<file path="src/rtl/keypad_pkg.sv">
// Shared types and decode helpers for the keypad event path.
// Nibble encodings follow the scanner's one-hot row/column convention.
package keypad_pkg;

   typedef enum logic [1:0] {
      IDLE,
      QUALIFY,
      HELD
   } state_t;

   localparam logic [3:0] ROW0 = 4'b1000;
   localparam logic [3:0] ROW1 = 4'b0100;
   localparam logic [3:0] ROW2 = 4'b0010;
   localparam logic [3:0] ROW3 = 4'b0001;
   localparam logic [3:0] COL0 = 4'b1000;
   localparam logic [3:0] COL1 = 4'b0100;
   localparam logic [3:0] COL2 = 4'b0010;
   localparam logic [3:0] COL3 = 4'b0001;

   typedef struct packed {
      logic       valid;
      logic [1:0] idx;
   } idx_t;

   // Rows and columns share encodings, so one decoder serves both nibbles.
   function automatic idx_t onehot4_to_idx(input logic [3:0] nib);
      idx_t r;
      r = '0;
      case (nib)
         ROW0:    r = '{valid: 1'b1, idx: 2'd0};
         ROW1:    r = '{valid: 1'b1, idx: 2'd1};
         ROW2:    r = '{valid: 1'b1, idx: 2'd2};
         ROW3:    r = '{valid: 1'b1, idx: 2'd3};
         default: r = '0;
      endcase
      return r;
   endfunction

endpackage

</file>
<file path="src/rtl/key_event_fifo.sv">
// First-word fall-through FIFO for decoded key events, with sticky overflow.
// Pointers carry one extra bit so full and empty are distinguishable.
module key_event_fifo
   import keypad_pkg::*;
#(
   parameter int unsigned DEPTH = 4,
   parameter int unsigned WIDTH = 4
) (
   input  logic                     clk,
   input  logic                     reset_n,
   input  logic                     push,
   input  logic [WIDTH-1:0]         push_data,
   input  logic                     pop,
   input  logic                     overflow_clr,
   output logic [WIDTH-1:0]         rd_data,
   output logic                     full,
   output logic                     empty,
   output logic [$clog2(DEPTH):0]   count,
   output logic                     overflow
);

   localparam int unsigned AW = $clog2(DEPTH);

   logic [WIDTH-1:0] mem [DEPTH];
   logic [AW:0]      wr_ptr;
   logic [AW:0]      rd_ptr;
   logic             pop_ok;
   logic             push_ok;
   logic             drop;

   assign count   = wr_ptr - rd_ptr;
   assign empty   = (wr_ptr == rd_ptr);
   assign full    = (wr_ptr[AW] != rd_ptr[AW]) && (wr_ptr[AW-1:0] == rd_ptr[AW-1:0]);
   assign rd_data = mem[rd_ptr[AW-1:0]];

   // A pop in the same cycle frees the slot, so a push while full still lands.
   assign pop_ok  = pop && !empty;
   assign push_ok = push && (!full || pop_ok);
   assign drop    = push && full && !pop_ok;

   always_ff @(posedge clk or negedge reset_n) begin
      if (!reset_n) begin
         wr_ptr   <= '0;
         rd_ptr   <= '0;
         overflow <= 1'b0;
         for (int unsigned i = 0; i < DEPTH; i++) begin
            mem[i] <= '0;
         end
      end else begin
         if (push_ok) begin
            mem[wr_ptr[AW-1:0]] <= push_data;
            wr_ptr              <= wr_ptr + 1'b1;
         end
         if (pop_ok) begin
            rd_ptr <= rd_ptr + 1'b1;
         end
         if (drop) begin
            overflow <= 1'b1;
         end else if (overflow_clr) begin
            overflow <= 1'b0;
         end
      end
   end

endmodule

</file>
<file path="src/rtl/keycode_event_queue.sv">
// Debounces scanner keycodes into single press events and queues their
// decoded key indices for a valid/ready consumer.
module keycode_event_queue
   import keypad_pkg::*;
#(
   parameter int unsigned DEBOUNCE_CYCLES = 4,
   parameter int unsigned FIFO_DEPTH      = 4
) (
   input  logic                          clk,
   input  logic                          reset_n,
   input  logic [7:0]                    keycode,
   input  logic                          keyValid,
   output logic                          evt_valid,
   output logic [3:0]                    evt_key,
   input  logic                          evt_ready,
   output logic [$clog2(FIFO_DEPTH):0]   evt_count,
   output logic                          bad_code,
   output logic                          overflow,
   input  logic                          overflow_clr
);

   localparam logic [7:0] LAST = 8'(DEBOUNCE_CYCLES - 1);

   state_t     state, state_n;
   logic [7:0] cnt, cnt_n;
   logic [7:0] code_q, code_n;
   logic       qualify;
   logic       code_ok;
   logic       push;
   idx_t       row_d;
   idx_t       col_d;
   logic [3:0] key_idx;
   logic       fifo_full;
   logic       fifo_empty;

   assign row_d   = onehot4_to_idx(code_q[3:0]);
   assign col_d   = onehot4_to_idx(code_q[7:4]);
   assign key_idx = {row_d.idx, col_d.idx};
   assign code_ok = row_d.valid && col_d.valid;
   assign push    = qualify && code_ok;

   always_ff @(posedge clk or negedge reset_n) begin
      if (!reset_n) begin
         state    <= IDLE;
         cnt      <= '0;
         code_q   <= '0;
         bad_code <= 1'b0;
      end else begin
         state    <= state_n;
         cnt      <= cnt_n;
         code_q   <= code_n;
         bad_code <= qualify && !code_ok;
      end
   end

   // In HELD, cnt counts consecutive released samples rather than matches.
   always_comb begin
      state_n = state;
      cnt_n   = cnt;
      code_n  = code_q;
      qualify = 1'b0;
      case (state)
         IDLE: begin
            if (keyValid) begin
               code_n  = keycode;
               cnt_n   = 8'd1;
               state_n = QUALIFY;
            end
         end
         QUALIFY: begin
            if (keyValid && (keycode == code_q)) begin
               if (cnt == LAST) begin
                  qualify = 1'b1;
                  cnt_n   = '0;
                  state_n = HELD;
               end else begin
                  cnt_n = cnt + 8'd1;
               end
            end else begin
               cnt_n   = '0;
               state_n = IDLE;
            end
         end
         HELD: begin
            if (keyValid) begin
               cnt_n = '0;
            end else if (cnt == LAST) begin
               cnt_n   = '0;
               state_n = IDLE;
            end else begin
               cnt_n = cnt + 8'd1;
            end
         end
         default: begin
            cnt_n   = '0;
            state_n = IDLE;
         end
      endcase
   end

   key_event_fifo #(
      .DEPTH (FIFO_DEPTH),
      .WIDTH (4)
   ) u_fifo (
      .clk          (clk),
      .reset_n      (reset_n),
      .push         (push),
      .push_data    (key_idx),
      .pop          (evt_ready),
      .overflow_clr (overflow_clr),
      .rd_data      (evt_key),
      .full         (fifo_full),
      .empty        (fifo_empty),
      .count        (evt_count),
      .overflow     (overflow)
   );

   assign evt_valid = !fifo_empty;

endmodule

</file>
<file path="config.mk">
export PLATFORM = sky130hd
export DESIGN_NAME = keycode_event_queue
export DESIGN_NICKNAME = d
export VERILOG_FILES = /design/src/rtl/keypad_pkg.sv /design/src/rtl/key_event_fifo.sv /design/src/rtl/keycode_event_queue.sv
export SDC_FILE = /design/constraint.sdc
export NUM_CORES = 1
export LEC_CHECK = 0
export CAP_MARGIN = 20
export CORE_ASPECT_RATIO = 2
export CORE_MARGIN = 2
export CORE_UTILIZATION = 31
export DETAILED_ROUTE_END_ITERATION = 8
export PLACE_DENSITY = 0.56
export SLEW_MARGIN = 20
export SYNTH_ARGS = -nofsm -noshare
export SYNTH_HDL_FRONTEND = slang
export SYNTH_HIERARCHICAL = 1
export SYNTH_SLANG_ARGS = --single-unit
</file>
<file path="constraint.sdc">
create_clock -name clk -period 3.15 [get_ports clk]
set_clock_uncertainty 0.15 [all_clocks]
set_input_delay 0.63 -clock clk [delete_from_list [all_inputs] [get_ports clk]]
set_output_delay 0.63 -clock clk [all_outputs]
set_load 0.005 [all_outputs]
</file>
==> results.py, run 1 <==
metrics = {
    "clocking": {
        "clock_path_buffers": 2,
        "cts_resized": 0,
        "cts_tree": "done",
        "htree_levels": 2,
        "cts_buffers": 5,
        "clk_latency_ps": 280,
        "clk_pin_slew_ps": 60,
        "hold_buffers": 0,
        "cts_num_sinks": 42,
        "cts_setup_buffers": 0,
        "cts_root_buffer": "clkbuf_16",
    },
    "global_routing": {
        "grt_pass1_vias": 1739,
        "grt_pass1_wl_mm": 8.40,
        "grt_max_degree": 43,
        "busiest_layer": "met2",
        "grt_antenna_before_repair": 0,
        "grt_use_met3": 0.0241,
        "grt_use_total": 0.125,
        "use_met2": 0.213,
        "grt_util_met1": 0.158,
        "grt_overflow": 0,
    },
    "setup_path": {
        "worstPathRequired_ps": 2370,
        "cp_slowest_cell": "dfrtp_1",
        "crit_path_end_kind": "primary output",
        "criticalPathCategory": "flop to primary output",
        "start_kind": "flop",
        "cp_max_fo": 7,
        "crit_arrival_ps": 2130,
        "r2r_cells": 5,
        "ff2ff_setup_slack_ps": 590,
        "cp_cell_sequence": "ha_1 > fa_1 > xnor2_1 > clkdlybuf4s50_1",
        "max_stage_delay_ps": 520,
    },
    "placed_design": {
        "place_congestion": 0.766,
        "portBuffers": 22,
        "post-dp-hpwl_mm": 3.53,
    },
    "finish": {
        "syn2layout_area_growth_pct": 19.8,
        "ff_latch_area_sq_um": 1050,
        "fillerInstances": 790,
        "diodes": 0,
        "multi_input_area_sq_um": 1290,
        "drive_above_1_share": 0.245,
        "fin_nets": 250,
        "final_cell_mix": "dfrtp_1 (42), mux2_2 (24), clkdlybuf4s50_1 (21)",
        "fin_util": 0.376,
        "layout_commonest_cell": "dfrtp_1",
    },
    "route": {
        "ant_nets": 0,
        "vias_per_cell": 5.09,
        "wl_per_cell_um": 14.6,
        "wl_mm": 4.74,
        "first_pass_iters": 4,
        "drt_iter0_markers": 79,
        "drc": 0,
        "num_vias": 1654,
    },
    "timing": {
        "fin_hold_ws_ps": 335,
        "min_period_ps": 2910,
        "max_slew_margin": 0.374,
        "rsz0062_at_grt": "false",
        "final-hold-violation-count": 0,
        "finalCritPeriodShare": 0.923,
        "setup_viol": 0,
        "fin_tns_setup_ps": 0,
        "worst_pin_slew_ps": 939,
        "slew_viol_final": 0,
        "clock.fmax_mhz": 344,
    },
    "logic_synthesis": {
        "yosys_warnings": 6,
        "netlist_instances": 207,
        "avgSynthCellArea_sq_um": 11.9,
        "syn_area_sq_um": 2450,
        "syn-num-nets": 229,
    },
    "floorplan": {
        "die_width_um": 66.9,
        "die_h_um": 130,
        "dieArea_sq_um": 8690,
        "ios": 23,
        "initial_core_util": 0.314,
        "core_sq_um": 7830,
        "num_rows": 46,
    },
    "power": {
        "p_total_mw": 1.76,
        "power_density_nw_per_um2": 597,
        "ir_drop_mv": 0.273,
        "leakage_nw": 1.26,
    },
    "run": {
        "cap_violations": 0,
    },
    "min_path": {
        "hold_class": "primary input to asynchronous set/reset pin",
    },
    "status": {
        "status": "complete, no violations",
    },
}
## flip-flops by register name, summed over array words and instances (netlist names)
name	count
u_fifo/rd_ptr	3
u_fifo/mem	16
u_fifo/wr_ptr	3
cnt	8
u_fifo/overflow	1
bad_code	1
code_q	8
state	2
## through the flow
stage | instances | setup WS, ps | instance area (sq um)
floorplan | 207 | 701 | 2450
global placement | 317 | 204 | 2740
detailed placement | 317 | 167 | 2740
CTS | 325 | 201 | 2940
global route | 325 | 98.5 | 2940
finish | 325 | 244 | 2940
## power by group
group / switching (mW) / total (mW) / internal (mW)
registers: 0.0916 / 0.669 / 0.577
clock network: 0.203 / 0.679 / 0.476
logic: 0.180 / 0.409 / 0.229
## worst paths after layout
kind / startpoint / endpoint
worst max register to register: code_q[4] / u_fifo/mem[12]
worst max-delay path: u_fifo/rd_ptr[0] / evt_count[2]
worst min register to register: u_fifo/mem[4] / u_fifo/mem[4]
min in group clk: u_fifo/mem[4] / u_fifo/mem[4]
max in group asynchronous: reset_n / u_fifo/mem[10]
worst min-delay path: reset_n / cnt[3]
## worst max-delay path, delay by kind of cell (launching register included)
kind | cells | cell delay, ps
flops | 1 | 520
buf+inv | 1 | 520
xor+xnor | 1 | 170
fa+ha+maj | 2 | 640
## per-layer routing
layer / wire length (um) / share of wire / vias up
met5: 0 / 0 / -
met3: 170 / 0.036 / 5
li1: - / - / 791
met4: 56 / 0.012 / 0
met2: 2450 / 0.52 / 29
met1: 2060 / 0.43 / 829
## layout make-up
| cell class | instances | share of cell area |
|---|---|---|
| repair buffers | 25 | 0.0809 |
| well taps | 96 | 0.0409 |
| clock buffers | 6 | 0.0472 |
| inverters | 11 | 0.0140 |
| multi-input cells | 143 | 0.439 |
| clock inverters | 2 | 0.0204 |
| flip-flops and latches | 42 | 0.357 |
Note: power is estimated with default switching activity, not from simulation.
==> run 2: changes to the inputs <==
Settings changed: REMOVE_ABC_BUFFERS set to 1.
==> results.py, run 2 (same netlist as run 1, synthesis figures left out) <==
metrics = {
    "floorplan": {
        "dieArea_sq_um": 8690,
        "core_sq_um": 7830,
        "initial_core_util": 0.314,
        "die_width_um": 66.9,
        "die_h_um": 130,
        "ios": 23,
        "num_rows": 46,
    },
    "finish": {
        "fin_nets": 250,
        "fillerInstances": 810,
        "final_cell_mix": "dfrtp_1 (42), mux2_2 (24), clkdlybuf4s50_1 (21)",
        "regMostFlops": "u_fifo/mem",
        "multi_input_area_sq_um": 1290,
        "largest_register_ffs": 16,
        "layout_commonest_cell": "dfrtp_1",
        "ff_latch_area_sq_um": 1050,
        "diodes": 0,
        "instances_no_fill": 325,
        "syn2layout_area_growth_pct": 17.7,
        "top_regs": "u_fifo/mem (16), cnt (8), code_q (8)",
        "drive_above_1_share": 0.240,
    },
    "setup_path": {
        "criticalPathCategory": "flop to primary output",
        "cp_cell_sequence": "ha_1 > fa_1 > xnor2_1 > clkdlybuf4s50_1",
        "cp_top_family": "adder cells",
        "max_stage_delay_ps": 520,
        "cp.buffers_inverters": 1,
        "cp_max_fo": 7,
        "crit_arrival_ps": 2110,
        "critical_path.startpoint": "u_fifo/rd_ptr[0]",
        "start_kind": "flop",
        "crit_path_end_kind": "primary output",
        "worstPathRequired_ps": 2370,
        "rr_startpoint": "code_q[4]",
        "cp_slowest_cell": "dfrtp_1",
    },
    "placed_design": {
        "post-place-ws_ps": 102,
        "post-dp-hpwl_mm": 3.43,
        "portBuffers": 22,
        "dp_cells": 317,
        "place_congestion": 0.751,
    },
    "route": {
        "vias_per_cell": 5.06,
        "drt_iter0_markers": 93,
        "num_vias": 1646,
        "wl_per_cell_um": 14.6,
        "ant_nets": 0,
        "wl_mm": 4.76,
        "first_pass_iters": 4,
        "drc": 0,
    },
    "clocking": {
        "cts_num_sinks": 42,
        "clk_latency_ps": 280,
        "htree_levels": 2,
        "cts_buffers": 5,
        "hold_buffers": 0,
        "cts_tree": "done",
        "cts_resized": 0,
        "cts_setup_buffers": 0,
        "cts_root_buffer": "clkbuf_16",
        "clk_pin_slew_ps": 60,
        "clock_path_buffers": 2,
    },
    "global_routing": {
        "grt_max_degree": 43,
        "grt_use_total": 0.125,
        "grt_overflow": 0,
        "grt_antenna_before_repair": 0,
        "grt_pass1_wl_mm": 8.34,
        "grt_pass1_vias": 1654,
    },
    "timing": {
        "fin_tns_setup_ps": 0,
        "rsz0062_at_grt": "false",
        "fin_ws_ps": 264,
        "max_slew_margin": 0.376,
        "setup_viol": 0,
        "final-hold-violation-count": 0,
        "slew_viol_final": 0,
        "min_period_ps": 2890,
        "worst_pin_slew_ps": 936,
        "clock.fmax_mhz": 346,
        "finalCritPeriodShare": 0.916,
    },
    "run": {
        "cap_violations": 0,
    },
    "min_path": {
        "hold_class": "primary input to asynchronous set/reset pin",
    },
    "power": {
        "leakage_nw": 1.24,
        "ir_drop_mv": 0.237,
        "power_density_nw_per_um2": 553,
    },
    "status": {
        "status": "complete, no violations",
    },
}
==> run 2: changes by cell type in the layout (fill, tap and decap cells not counted) <==
cell / change
bufinv_16: -2
clkbuf_1: +1
clkinv_2: +1
==> run 2: layer usage <==
metal,GRT usage,part of all wire,vias up
met1,0.166,0.45,822
met5,0,0,-
met4,0.0468,0.017,0
li1,-,-,796
met3,0.0259,0.032,6
met2,0.201,0.50,22
==> run 2: worst reg2reg max path, cell delays in order, from the launching register on <==
cell and delay [ps]:
dfrtp_1 470, or4_4 550, o2bb2a_4 210, and4_1 410
o311a_4 320, mux2_2 340
==> run 2: final timing paths <==
kind                                    to  slack, ps  cells past startpoint
min in group clk           u_fifo/overflow        350                      1
max in group asynchronous        code_q[1]       1930                      1
setup / recovery              evt_count[2]        260                      4
hold / removal                      cnt[3]        340                      1
hold reg to reg            u_fifo/overflow        350                      1
setup reg to reg             u_fifo/mem[7]        590                      5
==> run 2: final cells by class <==
class                   instances  area share
clock buffers                   7      0.0494
clock inverters                 1     0.00173
inverters                      11      0.0143
multi-input cells             143       0.447
flip-flops and latches         42       0.364
well taps                      96      0.0416
repair buffers                 25      0.0823
==> run 2: where the power goes <==
group / internal, mW / switching, mW
combinational: 0.229 / 0.181
sequential: 0.577 / 0.0913
clock: 0.314 / 0.203
total: 1.12 / 0.476
==> run 2: through the flow <==
stage	total power [mW]	hold slack [ps]	instance area, sq um	utilization
6_report	1.60	335	2890	0.369
5_1_grt	1.70	367	2890	0.369
4_1_cts	1.63	352	2890	0.369
3_5_place_dp	1.10	338	2740	0.350
3_3_place_gp	1.09	330	2740	0.350
2_1_floorplan	0.911	184	2380	-
